### src/rtl/fetch_stage.sv
// Instruction-fetch stage: PC register, next-PC mux, imem request handshake and IF/ID latch.
// Optional halt support is enabled by defining FETCH_HALT_EN.
module fetch_stage #(
  parameter logic [31:0] PC_INIT = 32'h0000_0000
) (
  input  logic        CLK,
  input  logic        nRST,
  input  logic        ihit,
  input  logic [31:0] iload,
  output logic        iREN,
  output logic [31:0] iaddr,
  input  logic        stall_PC,
  input  logic        stall_IFID,
  input  logic        flush_IFID,
  input  logic [1:0]  PCSrc,
  input  logic [31:0] branch_tgt,
  input  logic [31:0] jump_tgt,
  input  logic [31:0] jr_tgt,
  output logic [31:0] ifid_instr,
  output logic [31:0] ifid_pc4,
  output logic        ifid_valid,
  output logic        halt
);

`ifdef FETCH_HALT_EN
  typedef enum logic [1:0] {FETCH = 2'd0, KILL = 2'd1, HALTED = 2'd2} state_t;
`else
  typedef enum logic [1:0] {FETCH = 2'd0, KILL = 2'd1} state_t;
`endif

  state_t      state, next_state;
  logic [31:0] pc, next_pc;
  logic [31:0] redir_pc, next_redir;
  logic [31:0] pc4;
  logic [31:0] target;
  logic        redirect;
  logic        accept;

  assign pc4      = pc + 32'd4;
  assign redirect = (PCSrc != 2'd0);
  assign iaddr    = pc;

  always_comb begin
    target = pc4;
    case (PCSrc)
      2'd1:    target = branch_tgt;
      2'd2:    target = jump_tgt;
      2'd3:    target = jr_tgt;
      default: target = pc4;
    endcase
  end

  // A redirect with the request still open parks the target until the stale word returns.
  always_comb begin
    next_state = state;
    next_pc    = pc;
    next_redir = redir_pc;
    accept     = 1'b0;
    case (state)
      FETCH: begin
        if (redirect) begin
          if (ihit) begin
            next_pc = target;
          end else begin
            next_redir = target;
            next_state = KILL;
          end
        end else if (ihit && !stall_PC) begin
          accept  = 1'b1;
          next_pc = pc4;
`ifdef FETCH_HALT_EN
          if (iload == 32'hFFFF_FFFF) next_state = HALTED;
`endif
        end
      end
      KILL: begin
        if (redirect) next_redir = target;
        if (ihit) begin
          next_pc    = redirect ? target : redir_pc;
          next_state = FETCH;
        end
      end
`ifdef FETCH_HALT_EN
      HALTED: begin
        if (redirect) begin
          next_pc    = target;
          next_state = FETCH;
        end
      end
`endif
      default: next_state = FETCH;
    endcase
  end

  always_ff @(posedge CLK) begin
    if (!nRST) begin
      state    <= FETCH;
      pc       <= PC_INIT;
      redir_pc <= PC_INIT;
    end else begin
      state    <= next_state;
      pc       <= next_pc;
      redir_pc <= next_redir;
    end
  end

  always_ff @(posedge CLK) begin
    if (!nRST) begin
      ifid_instr <= 32'd0;
      ifid_pc4   <= 32'd0;
      ifid_valid <= 1'b0;
    end else if (flush_IFID) begin
      ifid_instr <= 32'd0;
      ifid_valid <= 1'b0;
    end else if (stall_IFID) begin
      ifid_instr <= ifid_instr;
    end else if (accept) begin
      ifid_instr <= iload;
      ifid_pc4   <= pc4;
      ifid_valid <= 1'b1;
    end else begin
      ifid_instr <= 32'd0;
      ifid_valid <= 1'b0;
    end
  end

`ifdef FETCH_HALT_EN
  assign iREN = nRST && (state != HALTED);
  assign halt = (state == HALTED);
`else
  assign iREN = nRST;
  assign halt = 1'b0;
`endif

endmodule

### config.mk
export PLATFORM = sky130hd
export DESIGN_NAME = fetch_stage
export DESIGN_NICKNAME = d
export VERILOG_FILES = /design/src/rtl/fetch_stage.sv
export SDC_FILE = /design/constraint.sdc
export NUM_CORES = 1
export LEC_CHECK = 0
export CORE_UTILIZATION = 30
export CTS_CLUSTER_DIAMETER = 120
export DETAILED_ROUTE_END_ITERATION = 8
export SETUP_SLACK_MARGIN = 0.5
export SLEW_MARGIN = 20
export SYNTH_ARGS = -nofsm -noshare
export SYNTH_HDL_FRONTEND = slang
export SYNTH_SLANG_ARGS = --single-unit
### constraint.sdc
create_clock -name CLK -period 3.6 [get_ports CLK]
set_clock_uncertainty 0.15 [all_clocks]
set_input_delay 0.72 -clock CLK [delete_from_list [all_inputs] [get_ports CLK]]
set_output_delay 0.72 -clock CLK [all_outputs]
set_load 0.02 [all_outputs]
==> impl_metrics.yaml <==
setup_path:
  critical-path-max-stage-delay_ns: 0.62
  worstSetupStartpointType: "primary input"
  critPathCaptureType: "output port"
  cpMaxStageDelayCell: "clkdlybuf4s50_1"
  cp_cell_sequence: "clkdlybuf4s50_1 > clkdlybuf4s50_1"
  path_class: "in -> out"
  critical_path_arrival_ns: 1.85
  crit_buf_inv: 2
  path_common_cell: "clkdlybuf4s50_1"
  required_ns: 2.73
  path_max_fanout: 3
  crit_family: "buffers and inverters"
grt:
  first_global_vias: 5893
  grt_pass1_wl_um: 33000
  grt_max_degree: 62
  gr-total-overflow: 0
  grt_antenna_before_repair: 0
  grt_usage_pct: 19.3
die:
  core_um2: 21200
  row_count: 53
  fp.dieH_um: 149
  die_x_um: 149
  pin_count: 235
  initial_utilization_pct: 30.8
  dieArea_um2: 22300
placement:
  place_ws_ns: 0.730
  port_buffers: 233
  dpl.hpwl_um: 16000
  place_inst: 1221
  gp_routability_congestion: 0.801
route:
  wl_per_cell_um: 17.3
  drt_drc_violations_left: 0
  finalWirelength_um: 21600
  viasPerCell: 5.04
  drtIter0Drc: 452
  antenna_left: 0
  firstDrtPassIters: 5
  vias: 6305
layout:
  syn_to_final_growth_pct: 47.9
  nNetsFinal: 1102
  multi_input_area_um2: 3650
  seqCellArea_um2: 2600
  final_common_cell: "clkdlybuf4s50_1"
  stdcell_count: 1251
  nFillCells: 2049
  antennaDiodeCount: 0
  layout-drive-gt1-share_pct: 9.84
  mostFrequentLayoutCells: "clkdlybuf4s50_1, dfxtp_1, nand2_1, nor2_1, a21oi_1"
  utilization_pct: 45.6
yosys:
  synth_area_per_cell_um2: 8.67
  syn-num-nets: 890
  synth_edf_count: 0
  yosysWarnings: 0
  synth_ff_type: "dfxtp_1"
  synth_sequential_area_ratio_pct: 39.9
  ys_ff_latch: 130
  synth_cells: 753
  synth_area_um2: 6530
  synthDistinctLibCells: 57
  async_flop_share_pct: 0
cts:
  cts_resized: 0
  clk_path_buf_depth: 2
  cts_setup_buffers: 0
  cts_tree: "yes"
  ctsHoldBuffers: 0
  clk_pin_slew_worst_paths_ns: 0.05
  h-tree-depth: 4
  clock_latency_ns: 0.42
  cts-root-buf: "clkbuf_16"
  numCtsBuffers: 17
  cts_sinks: 130
timing:
  setup_tns_ns: 0
  slew_headroom_pct: 55.9
  finalWorstSetupSlack_ns: 0.877
  finalCriticalPeriod_ns: 2.72
  worstMarginPinSlew_ns: 0.661
  finalCritPeriodShare_pct: 75.7
  setup_viol: 0
  hold_viol_final: 0
  slew_violations: 0
  rsz0062_at_grt: "no"
  fmax_mhz: 367
outcome:
  outcome: "complete, no violations"
pwr:
  p_sw_uw: 985
  clkPwrFrac_pct: 41.0
  sw_frac_of_total_pct: 26.4
  p_int_uw: 2750
  comb_power_share_pct: 16.9
  leakagePower_uw: 0.00333
  irDropWorstVdd_v: 0.000201
  power_density_nw_per_um2: 387
  seqPwrFrac_pct: 42.1
worst_hold_path:
  min_path_type: "reg -> reg"
flow_run:
  drv_cap: 0
-- worst reg2reg max path: cells and delay by family (launching register included) --
kind            cells  cell delay [ns]
flops               1             0.50
compound gates      1             0.17
fa+ha+maj           1             0.24
simple gates        4             1.48
-- synthesized netlist by cell type (7+ instances only) --
library cell | count | area [um^2]
a211oi_1 | 17 | 128
xor2_1 | 18 | 158
o21ai_0 | 37 | 185
clkbuf_1 | 44 | 165
nor2_1 | 85 | 319
buf_2 | 13 | 65.1
nor3_1 | 14 | 70.1
a22oi_1 | 33 | 248
nand2_1 | 91 | 342
dfxtp_1 | 130 | 2600
mux4_2 | 27 | 608
a31oi_1 | 11 | 68.8
and2_0 | 9 | 56.3
a21oi_1 | 69 | 345
mux2i_1 | 15 | 150
xnor2_1 | 10 | 87.6
and2_1 | 19 | 119
o22ai_1 | 7 | 43.8
nand4_1 | 11 | 68.8
nand3_1 | 20 | 100
inv_1 | 7 | 26.3
-- area by class of cell --
| cell class | count | area share (%) |
|---|---|---|
| clock inverters | 5 | 0.311 |
| multi-input cells | 552 | 37.8 |
| repair buffers | 256 | 26.0 |
| inverters | 8 | 0.311 |
| clock buffers | 25 | 5.03 |
| well taps | 275 | 3.57 |
| flip-flops and latches | 130 | 27.0 |
-- per-layer routing --
layer / routed length (um) / vias to the layer above / part of all wire [%] / global-route usage (%)
li1: - / 3147 / - / -
met1: 10000 / 2911 / 46 / 27.0
met2: 9620 / 220 / 44 / 28.6
met3: 1500 / 27 / 6.9 / 4.39
met4: 462 / 0 / 2.1 / 7.55
met5: 0 / - / 0 / 0
-- power groups by stage --
stage | logic, uW | clock network (uW) | registers (uW)
floorplan | 293 | 0 | 1610
global placement | 623 | 0 | 1600
detailed placement | 629 | 0 | 1600
CTS | 632 | 1560 | 1570
global route | 676 | 1630 | 1580
finish | 630 | 1530 | 1570
-- stage by stage --
stage                     power, uW  area, um^2  hold WS, ns
after floorplan                1910        6530        0.277
after global placement         2230        9130        0.284
after detailed placement       2230        9130        0.290
after CTS                      3770        9650        0.298
after global routing           3890        9650        0.319
final                          3730        9650        0.297
-- state kept, by name, summed over array words and instances (netlist names) --
name and flops:
iaddr 32, ifid_instr 32, ifid_pc4 32, ifid_valid 1
redir_pc 32, state 1
-- logic make-up (layout without fill, tap and decap cells) --
| kind of cell | count (synthesis) | in the layout | share of synthesized area [%] |
|---|---|---|---|
| compound gates | 201 | 201 | 19.2 |
| mux | 42 | 42 | 11.6 |
| xor+xnor | 28 | 28 | 3.76 |
| buf+inv | 71 | 294 | 4.56 |
| flops | 130 | 130 | 39.9 |
| other cells | 1 | 1 | 0.0575 |
| fa+ha+maj | 1 | 1 | 0.192 |
| simple gates | 279 | 279 | 20.7 |
-- path summary, 6_finish.rpt --
check               startpoint      endpoint  slack (ns)  cells after the start
setup reg to reg      iaddr[2]     iaddr[28]        0.99                      6
hold reg to reg   redir_pc[31]  redir_pc[31]        0.30                      2
hold / removal    redir_pc[31]  redir_pc[31]        0.30                      2
setup / recovery          nRST          iREN        0.88                      2
Power figures use the tool's default switching activity.
==> RTL edit: new RTL, config.mk and constraints unchanged <==
Reset style: asynchronous (`nRST`), changed in 2 clocked blocks.
--- a/src/rtl/fetch_stage.sv
+++ b/src/rtl/fetch_stage.sv
@@ -92,7 +92,7 @@
     endcase
   end
 
-  always_ff @(posedge CLK) begin
+  always_ff @(posedge CLK or negedge nRST) begin
     if (!nRST) begin
       state    <= FETCH;
       pc       <= PC_INIT;
@@ -104,7 +104,7 @@
     end
   end
 
-  always_ff @(posedge CLK) begin
+  always_ff @(posedge CLK or negedge nRST) begin
     if (!nRST) begin
       ifid_instr <= 32'd0;
       ifid_pc4   <= 32'd0;
Formal check against the unedited RTL: differs if nRST is asserted again (counterexample within 4 cycles, from zero or initial values and one cycle with nRST low); with nRST held inactive, the same outputs for 4 cycles.
==> RTL edit against the unedited design <==
  * Hold slack worse by 68 ps
  * Routed wire length grew 1.5%
  * Power increased by 29%
  * Sequential cell count unchanged
  * Design area increased by 6.1%
  * Setup slack got worse by 42 ps
  * Synthesized cell count fell by 11%
  * Synthesized area up 8.6%
  * Critical path type is now input pin to flip-flop
==> RTL edit: results (changes against the unedited design) <==
Status
  • Run status: complete, no violations

Setup path
  • Worst r2r src: iaddr[8]
  • CP startpoint: ihit
  • Family with the most delay on the worst path: simple AND/OR/NAND/NOR gates
  • Critical path's largest stage delay: 600 ps (-20 ps)
  • CP arrival: 2950 ps (+1100 ps)
  • Critical Path Fanout Max: 17 (+14)
  • Reg-to-Reg End: ifid_pc4[27]

Finish
  • Clkbuf count: 19 (-24%)
  • Non-clk bufs: 250 (-2.3%)
  • Layout cell share with drive strength beyond 1: 13.1% (+3.2 points)
  • Fraction of area in multi-input gates: 34.1% (-3.7 points)
  • Clock-cell share: 5.64% (+0.29 points)

Drt
  • Metal3 WL: 1500 µm (about the same)
  • Via/cell ratio: 5.23 (+3.7%)
  • DRT met1 WL: 10,500 µm (+4.2%)
  • DRT iter0 DRCs: 426 (-5.8%)
  • Via count: 6,272 (-0.52%)

STA
  • Fin crit share: 76.8% (+1.2 points)
  • Worst hold margin: 229 ps (-68.0 ps)

Placed design
  • Cells after DPL: 1,168 (-4.3%)
  • Dpl cell area: 0.00966 mm² (+5.8%)

Global routing
  • First-pass GRT wire length: 33,900 µm (+2.7%)
  • Vias in the first global route: 5,997 (+1.8%)
  • Largest net degree at the start of global routing: 131 (+110%)

Yosys
  • Register area share after synthesis: 45.9% (+6.0 points)
  • Post-synth top cells: 130 x dfrtp_1, 63 x nand2_1, 49 x nor2_1
  • Syn_nets: 810 (-9.0%)

Pwr
  • Static leakage: 4.04 nW (+21%)
-- RTL edit: cell types whose count changed after synthesis, sizes merged, moves of 29 or more --
cell,before,now
a21oi,69,14
a22o,0,32
a22oi,33,0
dfrtp,0,130
dfxtp,130,0
mux2,0,30
nand2,92,63
nor2,86,49
-- RTL edit: routing by layer --
layer	vias to the layer above	track usage, %
met1	3050	26.1
met3	18	4.67
met4	0	5.14
met5	-	0
li1	2959	-
met2	245	27.4
-- RTL edit: kinds of logic after synthesis --
logic type / after synthesis / share of synthesized area (%)
buffers and inverters: 81 / 5.28
adder cells (fa/ha/maj): 1 / 0.177
XOR/XNOR: 10 / 1.24
flip-flops: 130 / 45.9
other: 1 / 0.0529
multiplexers: 62 / 14.1
AND/OR/NAND/NOR: 220 / 15.8
AO/OA/AOI/OAI: 168 / 17.5
-- RTL edit: power by group --
part / internal, W / switching, W / total [W]
Combinational: 0.000638 / 0.000617 / 0.00126
Sequential: 0.00166 / 0.000211 / 0.00187
Clock: 0.000997 / 0.000689 / 0.00169
